**config.mk**
```make
export PLATFORM = sky130hd
export DESIGN_NAME = mem_dp
export DESIGN_NICKNAME = d
export VERILOG_FILES = /design/src/rtl/project_pkg.sv /design/src/rtl/mem_dp_rd_pipe.sv /design/src/rtl/mem_dp.sv
export SDC_FILE = /design/constraint.sdc
export NUM_CORES = 1
export LEC_CHECK = 0
export BUFFER_PORTS_ARGS = -buffer_cell sky130_fd_sc_hd__buf_2
export CAP_MARGIN = 20
export CORE_ASPECT_RATIO = 0.9
export CORE_MARGIN = 2
export CORE_UTILIZATION = 56
export DETAILED_ROUTE_END_ITERATION = 10
export GPL_TIMING_DRIVEN = 0
export PLACE_DENSITY_LB_ADDON = 0.3
export SYNTH_ARGS = -nofsm -noshare
export SYNTH_HDL_FRONTEND = slang
export SYNTH_SLANG_ARGS = --single-unit
```
**constraint.sdc**
```tcl
create_clock -name clk -period 2.14 [get_ports clk]
set_clock_uncertainty 0.2 [all_clocks]
set_input_delay 0.321 -clock clk [delete_from_list [all_inputs] [get_ports clk]]
set_output_delay 0.321 -clock clk [all_outputs]
set_load 0.01 [all_outputs]
```
**src/rtl/project_pkg.sv**
```systemverilog
// Project-wide types for the data store: word width, default depth, memory FSM states.
// Latency: n/a (types and constants only).
// Backpressure: n/a.
package project_pkg;

  localparam int word_size = 32;
  localparam int mem_size  = 16;

  typedef logic [word_size-1:0] word_t;

  // Only used when the clear-on-reset sequencer is built in.
  typedef enum logic {MS_CLEAR, MS_RUN} mem_state_t;

endpackage

```
**src/rtl/mem_dp_rd_pipe.sv**
```systemverilog
// Read-return pipeline: delays a read word and its valid strobe by READ_LAT (1 or 2) cycles.
// Latency: READ_LAT edges from in_vld to out_vld; out_dat holds its last value while out_vld=0.
// Backpressure: none; accepts one word per cycle, unconditionally.
//
// Ports: clk, rst (async, active-high; clears all stages), in_vld/in_dat (word captured this
// edge), out_vld/out_dat (delayed word and one-cycle valid pulse).
module rd_pipe #(
  parameter int WIDTH    = 32,
  parameter int READ_LAT = 1
) (
  input  logic             clk,
  input  logic             rst,
  input  logic             in_vld,
  input  logic [WIDTH-1:0] in_dat,
  output logic             out_vld,
  output logic [WIDTH-1:0] out_dat
);

  logic             s1_vld_q, s1_vld_d;
  logic [WIDTH-1:0] s1_dat_q, s1_dat_d;

  // Data only loads on a valid word so the output holds between pulses.
  always_comb begin
    s1_vld_d = in_vld;
    s1_dat_d = in_vld ? in_dat : s1_dat_q;
  end

  always_ff @(posedge clk or posedge rst) begin
    if (rst) begin
      s1_vld_q <= 1'b0;
      s1_dat_q <= '0;
    end else begin
      s1_vld_q <= s1_vld_d;
      s1_dat_q <= s1_dat_d;
    end
  end

  generate
    if (READ_LAT == 2) begin : g_lat2
      logic             s2_vld_q, s2_vld_d;
      logic [WIDTH-1:0] s2_dat_q, s2_dat_d;

      always_comb begin
        s2_vld_d = s1_vld_q;
        s2_dat_d = s1_vld_q ? s1_dat_q : s2_dat_q;
      end

      always_ff @(posedge clk or posedge rst) begin
        if (rst) begin
          s2_vld_q <= 1'b0;
          s2_dat_q <= '0;
        end else begin
          s2_vld_q <= s2_vld_d;
          s2_dat_q <= s2_dat_d;
        end
      end

      assign out_vld = s2_vld_q;
      assign out_dat = s2_dat_q;
    end else begin : g_lat1
      assign out_vld = s1_vld_q;
      assign out_dat = s1_dat_q;
    end
  endgenerate

endmodule

```
**src/rtl/mem_dp.sv**
```systemverilog
// Dual-port data memory: port A read/write with byte enables (write-first), port B read-only.
// Latency: READ_LAT (1 or 2) cycles from acceptance to a_valid/b_valid; one request/cycle/port.
// Backpressure: requests are accepted only while ready=1; anything presented while ready=0 is dropped.
//
// Ports: clk, rst (async, active-high); A: a_en, a_we, a_be, a_addr, a_wd -> a_rd, a_valid;
// B: b_en, b_addr -> b_rd, b_valid; ready (memory accepting requests).
// Build option MEM_DP_CLEAR_EN: zero the whole array after reset before raising ready.
module mem_dp
  import project_pkg::*;
#(
  parameter int WIDTH    = word_size,
  parameter int DEPTH    = mem_size,
  parameter int READ_LAT = 1,
  parameter int B_BYPASS = 1,
  localparam int AW      = (DEPTH > 1) ? $clog2(DEPTH) : 1,
  localparam int NB      = WIDTH / 8
) (
  input  logic             clk,
  input  logic             rst,
  input  logic             a_en,
  input  logic             a_we,
  input  logic [NB-1:0]    a_be,
  input  logic [AW-1:0]    a_addr,
  input  logic [WIDTH-1:0] a_wd,
  output logic [WIDTH-1:0] a_rd,
  output logic             a_valid,
  input  logic             b_en,
  input  logic [AW-1:0]    b_addr,
  output logic [WIDTH-1:0] b_rd,
  output logic             b_valid,
  output logic             ready
);

  logic [WIDTH-1:0] mem_array [DEPTH];

  logic             ready_q;
  logic             a_acc, b_acc, a_in_rng, b_in_rng, collide;
  logic [WIDTH-1:0] a_old, a_merged, a_rd_dat, b_old, b_rd_dat;
  logic             wr_en;
  logic [AW-1:0]    wr_addr;
  logic [WIDTH-1:0] wr_dat;
  logic [NB-1:0]    wr_be;

  assign ready = ready_q;
  assign a_acc = ready_q & a_en;
  assign b_acc = ready_q & b_en;

  // Read side: A returns the post-write word; out-of-range addresses read as zero.
  always_comb begin
    a_in_rng = int'(a_addr) < DEPTH;
    b_in_rng = int'(b_addr) < DEPTH;
    a_old    = a_in_rng ? mem_array[a_addr] : '0;
    b_old    = b_in_rng ? mem_array[b_addr] : '0;
    a_merged = a_old;
    if (a_we) begin
      for (int i = 0; i < NB; i++) begin
        if (a_be[i]) a_merged[8*i +: 8] = a_wd[8*i +: 8];
      end
    end
    a_rd_dat = a_in_rng ? a_merged : '0;
    collide  = a_acc & a_we & a_in_rng & (a_addr == b_addr);
    b_rd_dat = (collide && (B_BYPASS != 0)) ? a_merged : b_old;
  end

`ifdef MEM_DP_CLEAR_EN
  mem_state_t    state_q, state_d;
  logic [AW-1:0] ptr_q, ptr_d;
  logic          ready_d;

  always_comb begin
    state_d = state_q;
    ptr_d   = ptr_q;
    ready_d = ready_q;
    if (state_q == MS_CLEAR) begin
      if (ptr_q == AW'(DEPTH - 1)) begin
        state_d = MS_RUN;
        ready_d = 1'b1;
      end else begin
        ptr_d = ptr_q + 1'b1;
      end
    end
  end

  always_ff @(posedge clk or posedge rst) begin
    if (rst) begin
      state_q <= MS_CLEAR;
      ptr_q   <= '0;
      ready_q <= 1'b0;
    end else begin
      state_q <= state_d;
      ptr_q   <= ptr_d;
      ready_q <= ready_d;
    end
  end
`else
  always_ff @(posedge clk or posedge rst) begin
    if (rst) ready_q <= 1'b0;
    else     ready_q <= 1'b1;
  end
`endif

  // Single write port shared by port A and the clear sequencer (A is never ready while clearing).
  always_comb begin
    wr_en   = a_acc & a_we & a_in_rng;
    wr_addr = a_addr;
    wr_dat  = a_wd;
    wr_be   = a_be;
`ifdef MEM_DP_CLEAR_EN
    if (state_q == MS_CLEAR) begin
      wr_en   = ~rst;
      wr_addr = ptr_q;
      wr_dat  = '0;
      wr_be   = '1;
    end
`endif
  end

  // No reset on the array: contents survive rst and the block maps onto RAM.
  always_ff @(posedge clk) begin
    if (wr_en) begin
      for (int i = 0; i < NB; i++) begin
        if (wr_be[i]) mem_array[wr_addr][8*i +: 8] <= wr_dat[8*i +: 8];
      end
    end
  end

  rd_pipe #(.WIDTH(WIDTH), .READ_LAT(READ_LAT)) u_a_pipe (
    .clk     (clk),
    .rst     (rst),
    .in_vld  (a_acc),
    .in_dat  (a_rd_dat),
    .out_vld (a_valid),
    .out_dat (a_rd)
  );

  rd_pipe #(.WIDTH(WIDTH), .READ_LAT(READ_LAT)) u_b_pipe (
    .clk     (clk),
    .rst     (rst),
    .in_vld  (b_acc),
    .in_dat  (b_rd_dat),
    .out_vld (b_valid),
    .out_dat (b_rd)
  );

endmodule

```
==> metrics.txt <==
CTS tree=built; crit path max fanout=10; Starting Density=56.9%; slowest CP cell=or3_1; Clock Tree Buf Depth=3; Max IR drop VDD=0.868 mV; wire per inst=37.1 um; register bit count reported by yosys=579; post-route ant nets=0; layout cells sized above 1=35.5%; DR vias/cell=7.43; clock buffer count from CTS=57; crit path DAT=2.60 ns; Max-cap violations=0; worst reg2reg path startpoint=mem_array[8][8]; # IOs=116; initial drt markers=3,360; pin count of the biggest net entering global routing=36; die area=49,200 um^2; status=finished, violations left; placed cell area=28,500 um^2; pre-CTS setup slack=-1.82 ns; crit path launch=a_addr[2]; Avg Cell Area, Syn=16.5 um^2; grt total ovfl=0; Hold Crit Class=input port to register; max_slew headroom=35.8%; DR pass1 iterations=6; sequential area share after synthesis=64.2%; actual slew at the worst max-slew pin=0.963 ns; Post-DP HPWL=58.5 mm; unrepaired setup endpoints after global routing=yes; crit share post-route=107%; die width=234 um; Hold Vio Cnt, Final=0; clk slew on worst S/H paths=0.06 ns; commonest non-fill, non-tap cells in the layout=edfxtp_1, mux4_2, mux2i_1, buf_2, nand2_1; fin crit period=2.29 ns; CP Capture Type=register; first-pass GRT wire length=130 mm; GP Congestion=0.949; failing checks=setup timing; Nets=1,940; final std cells w/o fill=2,555; Setup Viol. Count Final=144; syn nets=1,661; CTS sink cnt=579; Routed WL=94.8 mm; Crit Path Category=input port to register; Netlist cell types=33; critical-path cell list=buf_2, buf_2, or3_1, clkbuf_4, o22ai_1, nor4_4, o31ai_1, o22a_1; vias in the first global route=18,600; Synth Cell Area=26,600 um^2; worst hold start=a_en; antenna violations before repair=3; placed cells=2,340; worst skew pair latency=0.62 ns; Mapped Cells=1,612; commonest non-fill, non-tap cell in the layout=edfxtp_1; Yosys warnings=0; area share of the largest cell type after synthesis=57.9%; Core Region=46,700 um^2; Die Span Y=211 um; root buf cell=clkbuf_16; dominant cells by area after synthesis=edfxtp_1, mux4_2, dfrtp_1; WP data required=2.45 ns; H-tree level count=2; Synth area leader=edfxtp_1; Static Leak=11.3 nW; Final Max Tran Viols=0; power per standard cell area=793 nW/um^2; DRC viols=0; highest cell delay on the worst timing path=0.50 ns; port bufs=111; max frequency=437 MHz; Synth-to-Final Area Change=22.6%; via count=19,000; final worst setup slack=-0.148 ns; most used cell along the critical path=buf_2; post-route cell area=32,600 um^2; startpoint types=input port; row cnt=75; GRT Util Overall=38.1%
## path summary, 6_finish.rpt
path / end / slack [ns] / cells past startpoint
max: u_b_pipe.out_dat[4] / -0.15 / 8
min: u_a_pipe.out_vld / 0.08 / 4
max reg2reg: u_b_pipe.out_dat[8] / -0.04 / 5
min reg2reg: u_a_pipe.out_dat[19] / 0.27 / 2
max in group asynchronous: ready / 0.81 / 4
min in group asynchronous: u_b_pipe.out_dat[5] / 0.22 / 3
## metrics by stage
stage	hold slack, ns	utilization (%)	TNS, ns	total power, mW
after floorplan	0.220	-	-1.50	14.3
after global placement	0.258	60.9	-701.89	15.3
after detailed placement	0.262	61.0	-715.48	15.4
after CTS	0.0180	68.6	0	25.6
after global routing	0.0768	69.7	-1.41	26.3
final	0.0787	69.7	-4.50	25.8
## where the power goes
part | switching [mW] | internal (mW)
combinational | 1.72 | 1.04
clock | 4.43 | 6.00
sequential | 0.129 | 12.5
## cell families after synthesis
logic type                synth area share [%]
and+or+nand+nor                           5.52
other                                   0.0141
muxes                                     21.1
AOI/OAI and AO/OA                         6.65
buffers and inverters                     2.42
xor gates and xnor gates                 0.132
DFF                                       64.2
## flip-flops by register name, summed over array words and instances (netlist names)
signal and flops:
mem_array 512, ready 1, u_a_pipe.out_dat 32, u_a_pipe.out_vld 1
u_b_pipe.out_dat 32, u_b_pipe.out_vld 1
## synthesized netlist by cell type
master,n
o22a_1,2
dfrtp_1,67
or2_1,1
a211o_1,18
o22ai_1,64
nand2_1,113
o31ai_1,34
nor4_1,12
buf_6,6
nor3_1,18
clkbuf_1,68
a22o_1,14
inv_1,2
nand3_1,7
nor4_2,2
conb_1,1
buf_4,15
nor2_1,130
a31oi_1,30
xnor2_1,4
buf_1,5
a22oi_1,82
a21oi_1,2
nor2b_1,6
edfxtp_1,512
nand3b_1,3
mux2i_1,128
or3b_1,3
buf_2,32
buf_12,1
and2_1,25
or3_1,13
mux4_2,192
## critical path, delay by kind of cell
family / cells / cell delay [ns]
buffers and inverters: 3 / 0.88
and+or+nand+nor: 2 / 0.90
AOI/OAI and AO/OA: 3 / 0.49
## final cells by class
| class | instances | area, um^2 |
|---|---|---|
| fill | 2880 | 14200 |
| buffer | 123 | 941 |
| clock inverter | 31 | 370 |
| tap | 616 | 771 |
| multi-input combinational | 904 | 9670 |
| timing repair buffer | 224 | 2220 |
| sequential | 579 | 17100 |
| inverter | 2 | 15.0 |
| clock buffer | 73 | 1530 |
| antenna | 3 | 7.51 |
## what timing repair did
item                                    in CTS  in global routing
resized for setup                          104                 55
cloned                                       0                  1
buffers inserted                            62                 16
endpoints found under the hold margin      566                  0
endpoints found under the setup margin     576                445
hold buffers                                33                  0
pin swaps                                   49                 20
## routing by layer
| metal | wire, um | vias to the layer above | GRT usage, % | part of all wire (%) |
|---|---|---|---|---|
| met5 | 0 | - | 0 | 0 |
| li1 | - | 7156 | - | - |
| met4 | 6160 | 0 | 20.9 | 6.5 |
| met1 | 30900 | 9457 | 49.8 | 33 |
| met2 | 41600 | 1945 | 55.4 | 44 |
| met3 | 16100 | 435 | 14.6 | 17 |
Power figures use the tool's default switching activity.
